**config.mk**
```make
export PLATFORM = sky130hd
export DESIGN_NAME = bcd_ascii_framer_flat
export DESIGN_NICKNAME = d
export VERILOG_FILES = /design/src/rtl/framer_pkg.sv /design/src/rtl/bcd_ascii_framer_if.sv /design/src/rtl/sync_fifo.sv /design/src/rtl/bcd_ascii_framer.sv /design/src/flat_wrapper.sv
export SDC_FILE = /design/constraint.sdc
export NUM_CORES = 1
export LEC_CHECK = 0
export ABC_CLOCK_PERIOD_IN_PS = 5300
export CORE_UTILIZATION = 64
export CTS_CLUSTER_DIAMETER = 50
export DETAILED_ROUTE_END_ITERATION = 8
export HOLD_SLACK_MARGIN = 0.1
export PLACE_DENSITY_LB_ADDON = 0.3
export SLEW_MARGIN = 10
export SYNTH_ARGS = -nofsm -noshare
export SYNTH_HDL_FRONTEND = slang
export SYNTH_SLANG_ARGS = --single-unit
```
**constraint.sdc**
```tcl
create_clock -name clk -period 5.3 [get_ports clk]
set_input_delay 0.53 -clock clk [delete_from_list [all_inputs] [get_ports clk]]
set_output_delay 0.53 -clock clk [all_outputs]
set_load 0.005 [all_outputs]
```
**src/rtl/framer_pkg.sv**
```systemverilog
// Shared types and constants for the BCD-to-ASCII framer.
//   state_e     : frame generator states, in emission order
//   ASC_*       : ASCII codes written into the byte stream
//   LZ_*        : leading-zero handling codes (LZ_MODE parameter)
//   TERM_*      : frame terminator codes (TERM_MODE parameter)
//   digit_char  : maps one BCD nibble to its ASCII character
package framer_pkg;

   typedef enum logic [2:0] {
      ST_IDLE,
      ST_INT,
      ST_DOT,
      ST_FRAC,
      ST_SUFX,
      ST_TERM
   } state_e;

   localparam logic [7:0] ASC_ZERO  = 8'h30;
   localparam logic [7:0] ASC_DOT   = 8'h2E;
   localparam logic [7:0] ASC_QMARK = 8'h3F;
   localparam logic [7:0] ASC_SPACE = 8'h20;
   localparam logic [7:0] ASC_CR    = 8'h0D;
   localparam logic [7:0] ASC_LF    = 8'h0A;

   localparam int LZ_KEEP  = 0;
   localparam int LZ_SKIP  = 1;
   localparam int LZ_SPACE = 2;

   localparam int TERM_NONE = 0;
   localparam int TERM_LF   = 1;
   localparam int TERM_CRLF = 2;

   // Nibbles above 9 are not decimal digits and are shown as '?'.
   function automatic logic [7:0] digit_char(input logic [3:0] nib);
      logic [7:0] c;
      if (nib > 4'd9) c = ASC_QMARK;
      else            c = ASC_ZERO + {4'd0, nib};
      return c;
   endfunction

endpackage

```
**src/rtl/bcd_ascii_framer_if.sv**
```systemverilog
// Byte stream between the framer and its sink (uart_tx or similar).
//   m_data  : ASCII byte, valid while m_valid is high
//   m_valid : source has a byte for the sink
//   m_ready : sink accepts the byte
// Handshake: a byte transfers on a rising clk edge where m_valid && m_ready;
// while m_valid && !m_ready the source holds m_data and m_valid unchanged.
// m_valid does not depend combinationally on m_ready.
interface bcd_ascii_framer_if;
   logic [7:0] m_data;
   logic       m_valid;
   logic       m_ready;

   modport master (output m_data, output m_valid, input m_ready);
   modport slave  (input m_data, input m_valid, output m_ready);
endinterface

```
**src/rtl/sync_fifo.sv**
```systemverilog
// Single-clock first-word-fall-through FIFO with a registered valid.
//   clk, rst_n : clock, asynchronous active-low reset (empties the FIFO)
//   wr_en      : push wr_data (accepted when not full, or when full and popping)
//   rd_en      : sink ready; pops the head when rd_valid is high
//   rd_data    : head entry, forced to 0 while rd_valid is low
//   rd_valid   : registered "not empty"
//   full/empty : occupancy flags; level : current occupancy
module sync_fifo #(
   parameter int WIDTH = 8,
   parameter int DEPTH = 16
) (
   input  logic                     clk,
   input  logic                     rst_n,
   input  logic                     wr_en,
   input  logic [WIDTH-1:0]         wr_data,
   input  logic                     rd_en,
   output logic [WIDTH-1:0]         rd_data,
   output logic                     rd_valid,
   output logic                     full,
   output logic                     empty,
   output logic [$clog2(DEPTH):0]   level
);
   localparam int AW = $clog2(DEPTH);
   localparam int CW = AW + 1;

   logic [WIDTH-1:0] mem_q [DEPTH];
   logic [AW-1:0]    wr_ptr_q, wr_ptr_d;
   logic [AW-1:0]    rd_ptr_q, rd_ptr_d;
   logic [CW-1:0]    cnt_q, cnt_d;
   logic             vld_q, vld_d;
   logic             push, pop;

   always_comb begin
      pop      = rd_en && vld_q;
      push     = wr_en && (!full || pop);
      wr_ptr_d = push ? wr_ptr_q + AW'(1) : wr_ptr_q;
      rd_ptr_d = pop  ? rd_ptr_q + AW'(1) : rd_ptr_q;
      cnt_d    = cnt_q + CW'(push) - CW'(pop);
      // A pop retires the head at once, but a new entry only shows up as
      // valid one cycle after it is written.
      vld_d    = (cnt_q - CW'(pop)) != '0;
   end

   always_ff @(posedge clk or negedge rst_n) begin
      if (!rst_n) begin
         wr_ptr_q <= '0;
         rd_ptr_q <= '0;
         cnt_q    <= '0;
         vld_q    <= 1'b0;
      end else begin
         wr_ptr_q <= wr_ptr_d;
         rd_ptr_q <= rd_ptr_d;
         cnt_q    <= cnt_d;
         vld_q    <= vld_d;
      end
   end

   // Storage is not reset; stale entries are never exposed because rd_data
   // is gated by the valid flag.
   always_ff @(posedge clk) begin
      if (push) mem_q[wr_ptr_q] <= wr_data;
   end

   assign rd_data  = vld_q ? mem_q[rd_ptr_q] : '0;
   assign rd_valid = vld_q;
   assign full     = (cnt_q == CW'(DEPTH));
   assign empty    = (cnt_q == '0);
   assign level    = cnt_q;

endmodule

```
**src/rtl/bcd_ascii_framer.sv**
```systemverilog
// Formats a packed BCD value as an ASCII frame and streams it out bytewise:
// integer digits (leading zeros kept, skipped or blanked), optional '.' and
// fraction digits, a fixed suffix string and an optional LF / CR LF.
//   clk, rst_n   : clock, asynchronous active-low reset
//   bcd_data     : BCD value, digit DIGITS-1 in the MSBs
//   bcd_vld      : one-cycle strobe qualifying bcd_data
//   m_if         : byte stream to the sink (master side)
//   busy         : frame generator is not idle
//   frame_drop   : pulse, a pending value was overwritten before use
//   bcd_err      : pulse, a nibble > 9 was emitted as '?'
//   fifo_level   : output FIFO occupancy
//   dbg_state    : current frame generator state
module bcd_ascii_framer
   import framer_pkg::*;
#(
   parameter int DIGITS      = 6,
   parameter int FRAC_DIGITS = 2,
   parameter int SUFFIX_LEN  = 2,
   parameter logic [8*((SUFFIX_LEN > 0) ? SUFFIX_LEN : 1)-1:0] SUFFIX = "cm",
   parameter int LZ_MODE     = 1,
   parameter int TERM_MODE   = 2,
   parameter int FIFO_DEPTH  = 16
) (
   input  logic                          clk,
   input  logic                          rst_n,
   input  logic [4*DIGITS-1:0]           bcd_data,
   input  logic                          bcd_vld,
   bcd_ascii_framer_if.master            m_if,
   output logic                          busy,
   output logic                          frame_drop,
   output logic                          bcd_err,
   output logic [$clog2(FIFO_DEPTH):0]   fifo_level,
   output state_e                        dbg_state
);
   localparam int MAXN      = (DIGITS > SUFFIX_LEN) ? DIGITS : SUFFIX_LEN;
   localparam int IW        = $clog2(MAXN + 1);
   localparam int TERM_LAST = (TERM_MODE == TERM_CRLF) ? 1 : 0;

   // Successor of each state once its last character is done; disabled
   // sections are folded out here so the FSM itself stays fixed.
   localparam state_e ST_AFTER_SUFX = (TERM_MODE != TERM_NONE) ? ST_TERM : ST_IDLE;
   localparam state_e ST_AFTER_FRAC = (SUFFIX_LEN > 0)         ? ST_SUFX : ST_AFTER_SUFX;
   localparam state_e ST_AFTER_INT  = (FRAC_DIGITS > 0)        ? ST_DOT  : ST_AFTER_FRAC;

   state_e               state_q, state_d;
   logic [IW-1:0]        idx_q, idx_d;
   logic                 lz_q, lz_d;
   logic [4*DIGITS-1:0]  work_q, work_d;
   logic [4*DIGITS-1:0]  pend_q, pend_d;
   logic                 pend_vld_q, pend_vld_d;
   logic                 drop_q, drop_d;
   logic                 err_q, err_d;

   logic                 wr_req, fifo_wr, fifo_full, fifo_empty_unused;
   logic [7:0]           wr_byte;
   logic                 last, advance, start;
   logic [3:0]           nib;
   state_e               nxt;

   always_comb begin
      state_d    = state_q;
      idx_d      = idx_q;
      lz_d       = lz_q;
      work_d     = work_q;
      pend_d     = pend_q;
      pend_vld_d = pend_vld_q;
      drop_d     = 1'b0;
      err_d      = 1'b0;
      wr_req     = 1'b0;
      wr_byte    = '0;
      last       = 1'b0;
      start      = 1'b0;
      nxt        = ST_IDLE;
      nib        = work_q[4*int'(idx_q) +: 4];

      case (state_q)
         ST_IDLE: begin
            // A waiting value wins; a same-cycle strobe refills the pending slot.
            if (pend_vld_q) begin
               work_d     = pend_q;
               pend_vld_d = bcd_vld;
               if (bcd_vld) pend_d = bcd_data;
               start      = 1'b1;
            end else if (bcd_vld) begin
               work_d = bcd_data;
               start  = 1'b1;
            end
         end
         ST_INT: begin
            last = (idx_q == IW'(FRAC_DIGITS));
            // The units digit is never suppressed.
            if (lz_q && nib == 4'd0 && !last) begin
               if (LZ_MODE == LZ_SPACE) begin
                  wr_req  = 1'b1;
                  wr_byte = ASC_SPACE;
               end
            end else begin
               wr_req  = 1'b1;
               wr_byte = digit_char(nib);
            end
            nxt = ST_AFTER_INT;
         end
         ST_DOT: begin
            wr_req  = 1'b1;
            wr_byte = ASC_DOT;
            last    = 1'b1;
            nxt     = ST_FRAC;
         end
         ST_FRAC: begin
            wr_req  = 1'b1;
            wr_byte = digit_char(nib);
            last    = (idx_q == '0);
            nxt     = ST_AFTER_FRAC;
         end
         ST_SUFX: begin
            wr_req = 1'b1;
            if (SUFFIX_LEN > 0) wr_byte = SUFFIX[8*(SUFFIX_LEN-1-int'(idx_q)) +: 8];
            last   = (idx_q == IW'(SUFFIX_LEN-1));
            nxt    = ST_AFTER_SUFX;
         end
         ST_TERM: begin
            wr_req  = 1'b1;
            wr_byte = (TERM_MODE == TERM_CRLF && idx_q == '0) ? ASC_CR : ASC_LF;
            last    = (idx_q == IW'(TERM_LAST));
            nxt     = ST_IDLE;
         end
         default: begin
            state_d = ST_IDLE;
         end
      endcase

      // Outside IDLE every strobe lands in the pending slot; hitting an
      // occupied slot loses the older value.
      if (state_q != ST_IDLE && bcd_vld) begin
         pend_d     = bcd_data;
         pend_vld_d = 1'b1;
         drop_d     = pend_vld_q;
      end

      // A character that needs a FIFO slot holds the FSM until one is free.
      fifo_wr = wr_req && !fifo_full;
      advance = (state_q != ST_IDLE) && (!wr_req || !fifo_full);

      if (start) begin
         state_d = ST_INT;
         idx_d   = IW'(DIGITS-1);
         lz_d    = (LZ_MODE != LZ_KEEP);
      end else if (advance) begin
         if (state_q == ST_INT && nib != 4'd0) lz_d = 1'b0;
         err_d = (state_q == ST_INT || state_q == ST_FRAC) && (nib > 4'd9);
         if (last) begin
            state_d = nxt;
            idx_d   = (nxt == ST_FRAC) ? IW'(FRAC_DIGITS-1) : '0;
         end else if (state_q == ST_INT || state_q == ST_FRAC) begin
            idx_d = idx_q - IW'(1);
         end else begin
            idx_d = idx_q + IW'(1);
         end
      end
   end

   always_ff @(posedge clk or negedge rst_n) begin
      if (!rst_n) begin
         state_q    <= ST_IDLE;
         idx_q      <= '0;
         lz_q       <= 1'b0;
         work_q     <= '0;
         pend_q     <= '0;
         pend_vld_q <= 1'b0;
         drop_q     <= 1'b0;
         err_q      <= 1'b0;
      end else begin
         state_q    <= state_d;
         idx_q      <= idx_d;
         lz_q       <= lz_d;
         work_q     <= work_d;
         pend_q     <= pend_d;
         pend_vld_q <= pend_vld_d;
         drop_q     <= drop_d;
         err_q      <= err_d;
      end
   end

   sync_fifo #(
      .WIDTH (8),
      .DEPTH (FIFO_DEPTH)
   ) u_fifo (
      .clk      (clk),
      .rst_n    (rst_n),
      .wr_en    (fifo_wr),
      .wr_data  (wr_byte),
      .rd_en    (m_if.m_ready),
      .rd_data  (m_if.m_data),
      .rd_valid (m_if.m_valid),
      .full     (fifo_full),
      .empty    (fifo_empty_unused),
      .level    (fifo_level)
   );

   assign busy       = (state_q != ST_IDLE);
   assign frame_drop = drop_q;
   assign bcd_err    = err_q;
   assign dbg_state  = state_q;

endmodule

```
**src/flat_wrapper.sv**
```systemverilog
// flat-port wrapper written by rule: the top's interface ports become plain ports
module bcd_ascii_framer_flat import framer_pkg::*;
#(
   parameter int DIGITS      = 6,
   parameter int FRAC_DIGITS = 2,
   parameter int SUFFIX_LEN  = 2,
   parameter logic [8*((SUFFIX_LEN > 0) ? SUFFIX_LEN : 1)-1:0] SUFFIX = "  ",
   parameter int LZ_MODE     = 1,
   parameter int TERM_MODE   = 2,
   parameter int FIFO_DEPTH  = 16
)
  (clk, rst_n, bcd_data, bcd_vld, busy, frame_drop, bcd_err, fifo_level, dbg_state, m_if_m_data, m_if_m_valid, m_if_m_ready);
  bcd_ascii_framer_if m_if_i ();
  input  logic clk;
  input  logic rst_n;
  input  logic [4*DIGITS-1:0] bcd_data;
  input  logic bcd_vld;
  output logic busy;
  output logic frame_drop;
  output logic bcd_err;
  output logic [$clog2(FIFO_DEPTH):0] fifo_level;
  output state_e dbg_state;
  output wire logic [$bits(m_if_i.m_data)-1:0] m_if_m_data;
  output wire logic [$bits(m_if_i.m_valid)-1:0] m_if_m_valid;
  input wire logic [$bits(m_if_i.m_ready)-1:0] m_if_m_ready;
  assign m_if_m_data = m_if_i.m_data;
  assign m_if_m_valid = m_if_i.m_valid;
  assign m_if_i.m_ready = m_if_m_ready;
  bcd_ascii_framer #(.DIGITS(DIGITS), .FRAC_DIGITS(FRAC_DIGITS), .SUFFIX_LEN(SUFFIX_LEN), .SUFFIX(SUFFIX), .LZ_MODE(LZ_MODE), .TERM_MODE(TERM_MODE), .FIFO_DEPTH(FIFO_DEPTH)) u_core (.clk(clk), .rst_n(rst_n), .bcd_data(bcd_data), .bcd_vld(bcd_vld), .m_if(m_if_i), .busy(busy), .frame_drop(frame_drop), .bcd_err(bcd_err), .fifo_level(fifo_level), .dbg_state(dbg_state));
endmodule
```
==> insert_results.sql, run 1 <==
INSERT INTO impl_metrics (metric_group, metric, value, unit) VALUES
('outcome', 'status', 'finished, final reports clean', ''),
('setup_path', 'worst_r2r_path_depth', '14', ''),
('floorplan', 'total_die_area', '12800', 'um2'),
('floorplan', 'floorplan.die.width', '113', 'um'),
('sta', 'final.period_utilization', '0.733', ''),
('setup_path', 'timing.reg2reg.setup_slack', '1.42', 'ns'),
('detailed_routing', 'vias_per_cell', '6.15', ''),
('synth', 'synth_area', '7920', 'um2'),
('cts', 'cts.htree.levels', '4', ''),
('placed_design', 'gp_congestion', '0.833', ''),
('cells_and_area', 'drive_gt1_frac', '0.157', ''),
('flow_run', 'timing.max_cap.violations', '0', ''),
('pwr', 'power.static_leakage', '3.51', 'nW'),
('sta', 'hold-worst-slack', '0.192', 'ns'),
('global_routing', 'antenna_violations_before_repair', '0', ''),
('sta', 'finalSetupViolCount', '0', ''),
('floorplan', 'num_rows', '40', ''),
('cells_and_area', 'fillerInstances', '763', ''),
('detailed_routing', 'dr_wl_met2', '8600', 'um'),
('placed_design', 'detailed_place_hpwl', '10400', 'um'),
('pwr', 'power.ir.vdd_worst', '0.000369', 'V'),
('global_routing', 'total_routing_usage_reported_by_global_routing', '0.273', ''),
('global_routing', 'largest_net_degree_at_the_start_of_global_routing', '73', ''),
('cts', 'clk_pin_slew', '0.06', 'ns'),
('detailed_routing', 'drt_iter0_drc', '414', ''),
('synth', 'ys_seq_elements', '168', ''),
('cells_and_area', 'flow.area_growth_from_synthesis', '15.2', '%'),
('cells_and_area', 'register_area', '4680', 'um2'),
('setup_path', 'worst_path_fanout_max', '18', ''),
('detailed_routing', 'dr.max_layer_used', 'met4', ''),
('sta', 'tightest_slew', '1.24', 'ns'),
('global_routing', 'grt_first_pass_wirelength', '25700', 'um'),
('cells_and_area', 'area_taken_by_multi_input_logic_gates', '3020', 'um2'),
('detailed_routing', 'aggregate_routed_wire_length', '16200', 'um'),
('cts', 'cts_root_buffer', 'sky130_fd_sc_hd__clkbuf_16', ''),
('setup_path', 'crit_path_capture_type', 'flop', ''),
('cts', 'worst_skew_pair.late_latency', '0.43', 'ns'),
('synth', 'synth.yosys.warnings', '0', ''),
('floorplan', 'fp.dieH', '113', 'um'),
('synth', 'synth-edff-count', '96', ''),
('synth', 'ys.flop_type', 'sky130_fd_sc_hd__edfxtp_1', ''),
('setup_path', 'worst_r2r_startpoint', 'u_core.idx_q[0]', ''),
('placed_design', 'io_buffer_count', '45', ''),
('cts', 'cts_setup_buffers', '0', ''),
('global_routing', 'globalRouteOverflowTotal', '0', ''),
('floorplan', 'boundaryPins', '48', ''),
('sta', 'maxClockFrequency', '0.258', 'GHz'),
('pwr', 'total_power', '6.37', 'mW'),
('cells_and_area', 'layout.cells.most_common', 'sky130_fd_sc_hd__edfxtp_1', ''),
('cells_and_area', 'finalNetCount', '666', ''),
('global_routing', 'first_global_vias', '4894', ''),
('cts', 'tritoncts.num_buffers', '17', ''),
('synth', 'postSynth.asyncResetShare', '0.429', ''),
('sta', 'min_period', '3.88', 'ns'),
('pwr', 'power_density', '698', 'nW/um2'),
('cts', 'clock_sink_count', '168', ''),
('sta', 'timing.final.hold_violations', '0', ''),
('sta', 'maxSlewViolCount', '0', ''),
('floorplan', 'start_util', '0.657', ''),
('synth', 'postSynthCellCount', '590', ''),
('cts', 'hold_buffers', '0', ''),
('sta', 'tns', '0', 'ns'),
('synth', 'synthDistinctLibCells', '55', ''),
('detailed_routing', 'drt_drc_violations_left', '0', ''),
('setup_path', 'r2r-end', 'u_core.u_fifo.level[4]', ''),
('detailed_routing', 'remaining_antenna_violation_count_after_routing', '0', ''),
('cts', 'post_cts.resized_instances', '0', ''),
('setup_path', 'criticalPathCategory', 'flop to flop', ''),
('sta', 'worst_clock_skew', '0.00723', 'ns'),
('floorplan', 'placeable_core_region', '12100', 'um2'),
('cells_and_area', 'antenna_cells_inserted', '0', '');
[metal layers]
layer	GRT usage	up-vias
met2	0.482	159
met3	0.0573	23
met4	0.105	0
met5	0	-
li1	-	2285
met1	0.332	2451
[power breakdown]
part           switching, mW  leakage (nW)  internal [mW]
Clock                  0.500         0.315          0.881
Sequential             0.353          1.73           2.06
Combinational           1.43          1.47           1.14
[kinds of logic (layout without fill, tap and decap cells)]
| family | after synthesis | after routing | synth area share |
|---|---|---|---|
| flip-flops | 168 | 168 | 0.591 |
| AND/OR/NAND/NOR | 153 | 153 | 0.0991 |
| multiplexers | 92 | 92 | 0.168 |
| AO/OA/AOI/OAI | 91 | 91 | 0.0695 |
| buffers and inverters | 56 | 97 | 0.0299 |
| adder cells (fa/ha/maj) | 19 | 19 | 0.0310 |
| XOR/XNOR | 10 | 10 | 0.0111 |
| other | 1 | 2 | 0.000473 |
[cells in the mapped netlist (3+ instances only)]
master                     count  area, um2
sky130_fd_sc_hd__mux2_2       25        282
sky130_fd_sc_hd__nand2_1      36        135
sky130_fd_sc_hd__and3_1        4       25.0
sky130_fd_sc_hd__o311ai_0      3       26.3
sky130_fd_sc_hd__o21ai_0      42        210
sky130_fd_sc_hd__or3_1         3       18.8
sky130_fd_sc_hd__mux4_2       30        676
sky130_fd_sc_hd__nand2b_1      9       56.3
sky130_fd_sc_hd__nand3_1      39        195
sky130_fd_sc_hd__buf_2         3       15.0
sky130_fd_sc_hd__nand4_1       7       43.8
sky130_fd_sc_hd__a21oi_1      11       55.1
sky130_fd_sc_hd__nor2b_1       4       25.0
sky130_fd_sc_hd__xnor2_1       7       61.3
sky130_fd_sc_hd__mux2i_1      37        370
sky130_fd_sc_hd__xor2_1        3       26.3
sky130_fd_sc_hd__o211ai_1      3       22.5
sky130_fd_sc_hd__dfrtp_1      72       1800
sky130_fd_sc_hd__o21ai_1      10       50.1
sky130_fd_sc_hd__clkbuf_1     34        128
sky130_fd_sc_hd__edfxtp_1     96       2880
sky130_fd_sc_hd__nor3_1       12       60.1
sky130_fd_sc_hd__and2_1        9       56.3
sky130_fd_sc_hd__nor2_1       19       71.3
sky130_fd_sc_hd__buf_1         3       11.3
sky130_fd_sc_hd__nor4_1        3       18.8
sky130_fd_sc_hd__inv_1        11       41.3
sky130_fd_sc_hd__ha_1         18        225
[flip-flops by register name (all words and copies together), names as in the netlist]
register,count
u_core.frame_drop,1
u_core.u_fifo.level,5
u_core.bcd_err,1
u_core.lz_q,1
u_core.idx_q,3
u_core.u_fifo.wr_ptr_q,4
u_core.u_fifo.rd_valid,1
u_core.u_fifo.rd_ptr_q,4
u_core.work_q,24
u_core.dbg_state,3
u_core.u_fifo.mem_q,96
u_core.pend_vld_q,1
u_core.pend_q,24
[per-stage QoR]
stage | instance area [um2] | std cells | utilization | worst slack [ns]
2_1_floorplan | 7920 | 591 | - | 1.89
3_3_place_gp | 8460 | 768 | 0.701 | 1.61
3_5_place_dp | 8460 | 768 | 0.701 | 1.49
4_1_cts | 9120 | 800 | 0.756 | 1.44
5_1_grt | 9120 | 800 | 0.756 | 1.23
6_report | 9120 | 800 | 0.756 | 1.42
[worst max-delay path: stages (launching register included)]
cell                      delay, ns
sky130_fd_sc_hd__dfrtp_1       0.75
sky130_fd_sc_hd__mux2i_1       0.28
sky130_fd_sc_hd__nor3_1        0.08
sky130_fd_sc_hd__or3_1         0.42
sky130_fd_sc_hd__or4_4         0.62
sky130_fd_sc_hd__nor2_8        0.27
sky130_fd_sc_hd__o21a_1        0.15
sky130_fd_sc_hd__ha_1          0.12
sky130_fd_sc_hd__inv_1         0.04
sky130_fd_sc_hd__ha_1          0.20
sky130_fd_sc_hd__fa_1          0.42
sky130_fd_sc_hd__a21oi_1       0.17
sky130_fd_sc_hd__nor2_1        0.06
sky130_fd_sc_hd__nor2_1        0.10
sky130_fd_sc_hd__xnor2_1       0.12
[final cells by class]
cell class,count,share of cell area
Tap cell,168,0.0230
Timing Repair Buffer,53,0.0557
Clock buffer,19,0.0475
Clock inverter,13,0.0244
Inverter,12,0.00494
Multi-Input combinational cell,367,0.331
Sequential cell,168,0.514
[worst max path at each step]
stage	end	depth (start not counted)	startpoint	slack, ns
5_1_grt	u_core.u_fifo.level[4]	14	u_core.idx_q[0]	1.23
4_1_cts	u_core.u_fifo.level[4]	14	u_core.idx_q[0]	1.44
2_1_floorplan	u_core.u_fifo.level[4]	16	u_core.idx_q[0]	1.89
6_report	u_core.u_fifo.level[4]	14	u_core.idx_q[0]	1.42
3_5_place_dp	u_core.u_fifo.level[4]	14	u_core.idx_q[0]	1.49
3_3_place_gp	u_core.u_fifo.level[4]	14	u_core.idx_q[0]	1.61
Note: power is estimated with default switching activity, not from simulation.
==> run 2: changes to the inputs <==
- ABC_CLOCK_PERIOD_IN_PS: 5300 -> 3850
- CORE_UTILIZATION: 64 -> 60
- clock period: 5.3 -> 3.85 ns (I/O delays scaled with it)
==> run 2 against run 1 <==
Against the previous run:
- power rose by 35%
- final cell count increased by 1.4%
- sequential share of layout area rose by 0.14 points
- global-route usage is 1.6 points lower
- non-clock buffer count rose by 7
- wire length decreased by 2.1%
- combinational power rose by 43%
- via count is 2.2% higher
==> insert_results.sql, run 2 (synthesis gave the netlist of run 1 again) <==
INSERT INTO impl_metrics (metric_group, metric, value, unit) VALUES
('outcome', 'status', 'finished, final reports clean', ''),
('setup_path', 'worst_setup_path_startpoint', 'u_core.idx_q[1]', ''),
('sta', 'timing.final.hold_violations', '0', ''),
('cells_and_area', 'fin_cells', '811', ''),
('setup_path', 'cp_peak_stage_delay', '0.61', 'ns'),
('pwr', 'net-switching-power', '3.21', 'mW'),
('setup_path', 'cpLargestDelayFamily', 'simple AND/OR/NAND/NOR gates', ''),
('cts', 'cts_tree', 'built', ''),
('detailed_routing', 'vias', '5024', ''),
('cells_and_area', 'finalNetCount', '673', ''),
('global_routing', 'grtUsageMet3', '0.0705', ''),
('setup_path', 'worst_r2r_path_depth', '14', ''),
('cells_and_area', 'drive_gt1_frac', '0.175', ''),
('global_routing', 'antenna_violations_before_repair', '0', ''),
('pwr', 'power.ir.vdd_worst', '0.000463', 'V'),
('global_routing', 'use_met1', '0.314', ''),
('floorplan', 'floorplan.die.width', '117', 'um'),
('cts', 'clk_pin_slew', '0.07', 'ns'),
('setup_path', 'criticalPathCategory', 'flop to flop', ''),
('placed_design', 'gp_congestion', '0.837', ''),
('cts', 'tritoncts.num_buffers', '17', ''),
('sta', 'finalSetupViolCount', '0', ''),
('sta', 'grt_setup_unrepaired', 'no', ''),
('detailed_routing', 'remaining_antenna_violation_count_after_routing', '0', ''),
('pwr', 'pwr-share-comb', '0.428', ''),
('floorplan', 'num_rows', '41', ''),
('placed_design', 'detailed_place_hpwl', '10800', 'um'),
('setup_path', 'worstSetupPathDepth', '14', ''),
('flow_run', 'timing.max_cap.violations', '0', ''),
('detailed_routing', 'drt_drc_violations_left', '0', ''),
('setup_path', 'worst_r2r_startpoint', 'u_core.idx_q[1]', ''),
('cells_and_area', 'largest-register', 'u_core.u_fifo.mem_q', ''),
('global_routing', 'first_global_vias', '4953', ''),
('detailed_routing', 'detail_route.first_pass.iterations', '5', ''),
('cells_and_area', 'flow.area_growth_from_synthesis', '14.9', '%'),
('setup_path', 'endpoint', 'u_core.u_fifo.level[4]', ''),
('cts', 'cts.htree.levels', '4', ''),
('floorplan', 'placeable_core_region', '12700', 'um2'),
('floorplan', 'boundaryPins', '48', ''),
('sta', 'worst_clock_skew', '0.00569', 'ns'),
('cells_and_area', 'largestRegisters', 'u_core.u_fifo.mem_q (96), u_core.pend_q (24), u_core.work_q (24)', ''),
('pwr', 'power.internal', '5.37', 'mW'),
('global_routing', 'busiest_layer', 'met2', ''),
('cells_and_area', 'finish.utilization', '0.715', ''),
('global_routing', 'globalRouteOverflowTotal', '0', ''),
('pwr', 'pwr-share-clk', '0.192', ''),
('setup_path', 'crit_path_capture_type', 'flop', ''),
('cells_and_area', 'antenna_cells_inserted', '0', ''),
('detailed_routing', 'wl_per_cell', '19.5', 'um'),
('detailed_routing', 'aggregate_routed_wire_length', '15800', 'um'),
('sta', 'maxClockFrequency', '0.280', 'GHz'),
('setup_path', 'arrival_time_at_the_worst_endpoint', '3.93', 'ns'),
('global_routing', 'groute.layer.met2.usage', '0.432', ''),
('detailed_routing', 'vias_per_cell', '6.19', ''),
('detailed_routing', 'drt_iter0_drc', '423', ''),
('sta', 'tightest_slew', '1.07', 'ns'),
('cts', 'cts_setup_buffers', '0', ''),
('sta', 'tns', '0', 'ns'),
('pwr', 'sequentialPowerShare', '0.380', ''),
('sta', 'final.period_utilization', '0.927', ''),
('setup_path', 'r2r-end', 'u_core.u_fifo.level[4]', ''),
('cts', 'clock_tree.buffer_depth', '2', ''),
('sta', 'tightest_slew_margin_relative_to_the_limit', '0.280', ''),
('cts', 'worst_skew_pair.late_latency', '0.43', 'ns'),
('setup_path', 'required_worst_endpoint', '4.21', 'ns'),
('global_routing', 'largest_net_degree_at_the_start_of_global_routing', '73', ''),
('min_path', 'hold_path_class', 'primary input to async pin', ''),
('pwr', 'power_density', '943', 'nW/um2'),
('setup_path', 'timing.critical_path.buf_inv', '1', ''),
('setup_path', 'worst_path_fanout_max', '12', ''),
('global_routing', 'grt_first_pass_wirelength', '25300', 'um'),
('setup_path', 'critPathLaunchType', 'flop', ''),
('cts', 'clock_sink_count', '168', ''),
('sta', 'min_period', '3.57', 'ns'),
('pwr', 'power.static_leakage', '3.51', 'nW'),
('sta', 'maxSlewViolCount', '0', ''),
('cts', 'cts_root_buffer', 'sky130_fd_sc_hd__clkbuf_16', ''),
('pwr', 'switching_share', '0.374', ''),
('cells_and_area', 'max_reg_flops', '96', ''),
('placed_design', 'placedCellCount', '779', ''),
('floorplan', 'fp.dieH', '117', 'um'),
('setup_path', 'critical_path.cell_chain', 'mux2i_1, nor3_1, or3_1, or4_4, nor2_8, o21a_1, ha_1, inv_1, ha_1, fa_1, a21oi_1, nor2_1, nor2_1, xnor2_1', ''),
('setup_path', 'critical-path-slowest-cell', 'sky130_fd_sc_hd__dfrtp_1', ''),
('global_routing', 'total_routing_usage_reported_by_global_routing', '0.257', ''),
('floorplan', 'total_die_area', '13700', 'um2'),
('setup_path', 'timing.reg2reg.setup_slack', '0.28', 'ns'),
('cells_and_area', 'layout.cells.most_common', 'sky130_fd_sc_hd__edfxtp_1', ''),
('placed_design', 'io_buffer_count', '45', ''),
('cells_and_area', 'layout_common_cells', 'sky130_fd_sc_hd__edfxtp_1, sky130_fd_sc_hd__dfrtp_1, sky130_fd_sc_hd__clkdlybuf4s50_1', ''),
('floorplan', 'start_util', '0.623', '');
[run 2: area by class of cell]
class	count	area, um2
tap	172	215
sequential	168	4690
timing repair buffer	60	561
clock buffer	18	439
inverter	12	45.0
multi-input combinational	367	3020
clock inverter	14	135
fill	885	3620
[run 2: repair_timing]
action | CTS | global route
resized for setup | 0 | 1
hold buffers | 0 | 0
setup endpoints to repair | 0 | 1
[run 2: worst min path at each step]
stage                      from                         to  slack [ns]  cells past startpoint
4_1_cts                   rst_n  u_core.u_fifo.rd_ptr_q[0]        0.11                      1
3_3_place_gp   u_core.work_q[1]           u_core.work_q[1]        0.47                      2
2_1_floorplan             rst_n             u_core.bcd_err        0.09                      0
6_report                  rst_n     u_core.u_fifo.level[4]        0.08                      1
5_1_grt                   rst_n  u_core.u_fifo.rd_ptr_q[0]        0.16                      1
3_5_place_dp   u_core.work_q[1]           u_core.work_q[1]        0.47                      2
[run 2: through the flow]
stage | power (mW) | area [um2] | worst slack (ns) | hold slack [ns]
floorplan | 5.66 | 7920 | 0.442 | 0.0894
global placement | 6.65 | 8520 | 0.290 | 0.471
detailed placement | 6.91 | 8520 | 0.146 | 0.469
CTS | 8.59 | 9090 | 0.139 | 0.115
global route | 9.07 | 9100 | 0.122 | 0.158
finish | 8.58 | 9100 | 0.282 | 0.0765
[run 2: metal layers]
metal	up-vias	part of all wire
met5	-	0
met4	0	0.034
met3	46	0.053
met2	161	0.51
met1	2510	0.40
li1	2307	-
[run 2: worst register-to-register path: stages (launching register included)]
cell,delay [ns]
sky130_fd_sc_hd__dfrtp_1,0.61
sky130_fd_sc_hd__mux2i_1,0.28
sky130_fd_sc_hd__nor3_1,0.08
sky130_fd_sc_hd__or3_1,0.45
sky130_fd_sc_hd__or4_4,0.57
sky130_fd_sc_hd__nor2_8,0.15
sky130_fd_sc_hd__o21a_1,0.13
sky130_fd_sc_hd__ha_1,0.13
sky130_fd_sc_hd__inv_1,0.04
sky130_fd_sc_hd__ha_1,0.20
sky130_fd_sc_hd__fa_1,0.42
sky130_fd_sc_hd__a21oi_1,0.17
sky130_fd_sc_hd__nor2_1,0.05
sky130_fd_sc_hd__nor2_1,0.11
sky130_fd_sc_hd__xnor2_1,0.13
[run 2: power by group through the flow]
stage               sequential (mW)  combinational, mW  clock (mW)
finish                         3.26               3.67        1.65
global route                   3.32               4.00        1.75
CTS                            3.26               3.66        1.67
detailed placement             3.28               3.63           0
global placement               3.25               3.41           0
floorplan                      3.07               2.60           0
==> run 3: changes to the inputs <==
- ABC_CLOCK_PERIOD_IN_PS: 3850 -> 3500
- clock period: 3.85 -> 3.5 ns (I/O delays scaled with it)
==> run 3 against run 2 <==
Against the previous run:
- first-iteration DRC count up 7.3%
- non-clock buffer count increased by 11
- worst setup slack got worse by 0.10 ns
- clock power increased by 4%
- global-route usage is 0.094 points higher
- register-to-register slack lost 0.10 ns
- power rose by 11%
- sequential power increased by 8.0%
- worst hold slack gained 0.42 ns
- largest cell class unchanged
- largest power group unchanged
==> insert_results.sql, run 3 (synthesis gave the netlist of run 1 again) <==
INSERT INTO impl_metrics (metric_group, metric, value, unit) VALUES
('cells_and_area', 'fillerInstances', '864', ''),
('setup_path', 'criticalPathCategory', 'flop to flop', ''),
('detailed_routing', 'vias_per_cell', '6.17', ''),
('detailed_routing', 'wl_per_cell', '19.6', 'um'),
('cells_and_area', 'largestRegisters', 'u_core.u_fifo.mem_q (96), u_core.pend_q (24), u_core.work_q (24)', ''),
('sta', 'tightest_slew_margin_relative_to_the_limit', '0.271', ''),
('detailed_routing', 'detail_route.first_pass.iterations', '6', ''),
('placed_design', 'io_buffer_count', '45', ''),
('global_routing', 'first_global_vias', '5034', ''),
('setup_path', 'cp_peak_stage_delay', '0.60', 'ns'),
('floorplan', 'floorplan.die.width', '117', 'um'),
('sta', 'min_period', '3.32', 'ns'),
('floorplan', 'boundaryPins', '48', ''),
('setup_path', 'critPathLaunchType', 'flop', ''),
('sta', 'finalSetupViolCount', '0', ''),
('pwr', 'total_power', '9.53', 'mW'),
('sta', 'worst_clock_skew', '0.0112', 'ns'),
('global_routing', 'largest_net_degree_at_the_start_of_global_routing', '73', ''),
('detailed_routing', 'drt_drc_violations_left', '0', ''),
('setup_path', 'worst_r2r_path_depth', '15', ''),
('cts', 'worst_skew_pair.late_latency', '0.43', 'ns'),
('sta', 'timing.final.hold_violations', '0', ''),
('pwr', 'switching_share', '0.376', ''),
('pwr', 'power_density', '1040', 'nW/um2'),
('setup_path', 'worst_path_fanout_max', '6', ''),
('min_path', 'hold_path_class', 'flop to flop', ''),
('cells_and_area', 'largest-register', 'u_core.u_fifo.mem_q', ''),
('cts', 'cts_root_buffer', 'sky130_fd_sc_hd__clkbuf_16', ''),
('setup_path', 'required_worst_endpoint', '3.85', 'ns'),
('cts', 'cts_tree', 'built', ''),
('setup_path', 'arrival_time_at_the_worst_endpoint', '3.67', 'ns'),
('detailed_routing', 'drt_iter0_drc', '454', ''),
('floorplan', 'fp.dieH', '117', 'um'),
('sta', 'maxClockFrequency', '0.301', 'GHz'),
('cts', 'clk_pin_slew', '0.06', 'ns'),
('cells_and_area', 'layout.cells.most_common', 'sky130_fd_sc_hd__edfxtp_1', ''),
('floorplan', 'num_rows', '41', ''),
('floorplan', 'placeable_core_region', '12700', 'um2'),
('cells_and_area', 'area_taken_by_multi_input_logic_gates', '3020', 'um2'),
('setup_path', 'critical-path-slowest-cell', 'sky130_fd_sc_hd__or4_4', ''),
('detailed_routing', 'vias', '5074', ''),
('detailed_routing', 'remaining_antenna_violation_count_after_routing', '0', ''),
('pwr', 'sequentialPowerShare', '0.370', ''),
('cells_and_area', 'drive_gt1_frac', '0.192', ''),
('cells_and_area', 'finalNetCount', '684', ''),
('flow_run', 'timing.max_cap.violations', '0', ''),
('cells_and_area', 'flow.area_growth_from_synthesis', '15.9', '%'),
('floorplan', 'start_util', '0.623', ''),
('cts', 'cts.htree.levels', '4', ''),
('pwr', 'power.internal', '5.95', 'mW'),
('placed_design', 'gp_congestion', '0.889', ''),
('detailed_routing', 'aggregate_routed_wire_length', '16100', 'um'),
('global_routing', 'antenna_violations_before_repair', '0', ''),
('cells_and_area', 'layout_common_cells', 'sky130_fd_sc_hd__edfxtp_1, sky130_fd_sc_hd__dfrtp_1, sky130_fd_sc_hd__clkdlybuf4s50_1', ''),
('global_routing', 'globalRouteOverflowTotal', '0', ''),
('floorplan', 'total_die_area', '13700', 'um2'),
('placed_design', 'detailed_place_hpwl', '10900', 'um'),
('sta', 'final.period_utilization', '0.949', ''),
('pwr', 'power.ir.vdd_worst', '0.000453', 'V'),
('cells_and_area', 'antenna_cells_inserted', '0', ''),
('sta', 'tightest_slew', '1.08', 'ns'),
('outcome', 'status', 'finished, final reports clean', ''),
('cts', 'clock_tree.buffer_depth', '2', ''),
('cells_and_area', 'register_area', '4690', 'um2'),
('sta', 'maxSlewViolCount', '0', ''),
('cells_and_area', 'max_reg_flops', '96', ''),
('pwr', 'power.static_leakage', '3.55', 'nW'),
('min_path', 'min_path_cells', '2', ''),
('setup_path', 'crit_path_capture_type', 'flop', ''),
('pwr', 'net-switching-power', '3.58', 'mW'),
('pwr', 'pwr-share-clk', '0.179', ''),
('sta', 'grt_setup_unrepaired', 'no', ''),
('cts', 'clock_sink_count', '168', ''),
('global_routing', 'total_routing_usage_reported_by_global_routing', '0.258', ''),
('global_routing', 'grt_first_pass_wirelength', '25700', 'um'),
('sta', 'hold-worst-slack', '0.499', 'ns'),
('setup_path', 'critical_path.cell_chain', 'buf_12, mux2i_1, nor3_1, or3_1, or4_4, nor2_8, o21a_1, ha_1, inv_1, ha_1, fa_2, a21oi_2, nor2_1, nor2_1, xnor2_1', ''),
('cts', 'tritoncts.num_buffers', '17', ''),
('pwr', 'pwr-share-comb', '0.452', '');
==> run 3: changes by cell type in the layout (fill, tap and decap cells not counted), sizes merged <==
cell and delta:
clkinvlp +1, dlygate4sd3 +1, buf +9, clkinv +1
bufinv -1
==> run 3: power by group through the flow <==
stage | registers, mW | logic (mW) | clock network [mW]
2_1_floorplan | 3.37 | 2.85 | 0
6_report | 3.52 | 4.30 | 1.71
3_3_place_gp | 3.53 | 3.95 | 0
3_5_place_dp | 3.57 | 4.17 | 0
5_1_grt | 3.58 | 4.68 | 1.81
4_1_cts | 3.54 | 4.21 | 1.74
==> run 3: through the flow <==
stage               TNS (ns)  cell area [um2]  std cells  utilization  setup WS, ns
floorplan                  0             7920        591            -        0.0923
global placement           0             8590        787        0.675         0.138
detailed placement   -0.0604             8590        787        0.675       -0.0604
CTS                        0             9150        820        0.719        0.0565
global route               0             9180        822        0.722      0.000886
finish                     0             9180        822        0.722         0.179
==> run 3: what timing repair did <==
| item | in CTS | in global routing |
|---|---|---|
| hold buffers | 1 | 0 |
| gates cloned | 0 | 0 |
| buffers inserted | 0 | 2 |
| gates resized for setup | 1 | 3 |
| endpoints found under the hold margin | 61 | 0 |
| endpoints found under the setup margin | 1 | 1 |
==> run 3: routing by layer <==
| layer | vias up | GRT usage | wire [um] |
|---|---|---|---|
| met1 | 2495 | 0.330 | 6490 |
| li1 | 2317 | - | - |
| met5 | - | 0 | 0 |
| met2 | 223 | 0.434 | 8300 |
| met4 | 0 | 0.121 | 482 |
| met3 | 39 | 0.0463 | 854 |
==> run 3: layout make-up <==
type                       instances  share of cell area
inverter                          12             0.00491
timing repair buffer              71              0.0728
tap                              172              0.0234
clock inverter                    15              0.0128
sequential                       168               0.510
multi-input combinational        367               0.329
clock buffer                      17              0.0463
==> run 3: path summary, 6_finish.rpt <==
path | start | endpoint | slack, ns
setup / recovery | u_core.idx_q[0] | u_core.u_fifo.level[4] | 0.18
setup reg to reg | u_core.idx_q[0] | u_core.u_fifo.level[4] | 0.18
min in group asynchronous | rst_n | u_core.u_fifo.wr_ptr_q[2] | 0.60
hold reg to reg | u_core.work_q[0] | u_core.work_q[0] | 0.50
hold / removal | u_core.work_q[0] | u_core.work_q[0] | 0.50
max in group asynchronous | rst_n | u_core.idx_q[1] | 2.26
==> run 3: critical path, delay by kind of cell, from the launching register on <==
kind                       cells  cell delay [ns]
AOI/OAI and AO/OA              2             0.29
and+or+nand+nor                6             1.35
muxes                          1             0.17
adders and majority gates      3             0.70
buffers and inverters          2             0.18
DFF                            1             0.42
xor gates and xnor gates       1             0.13
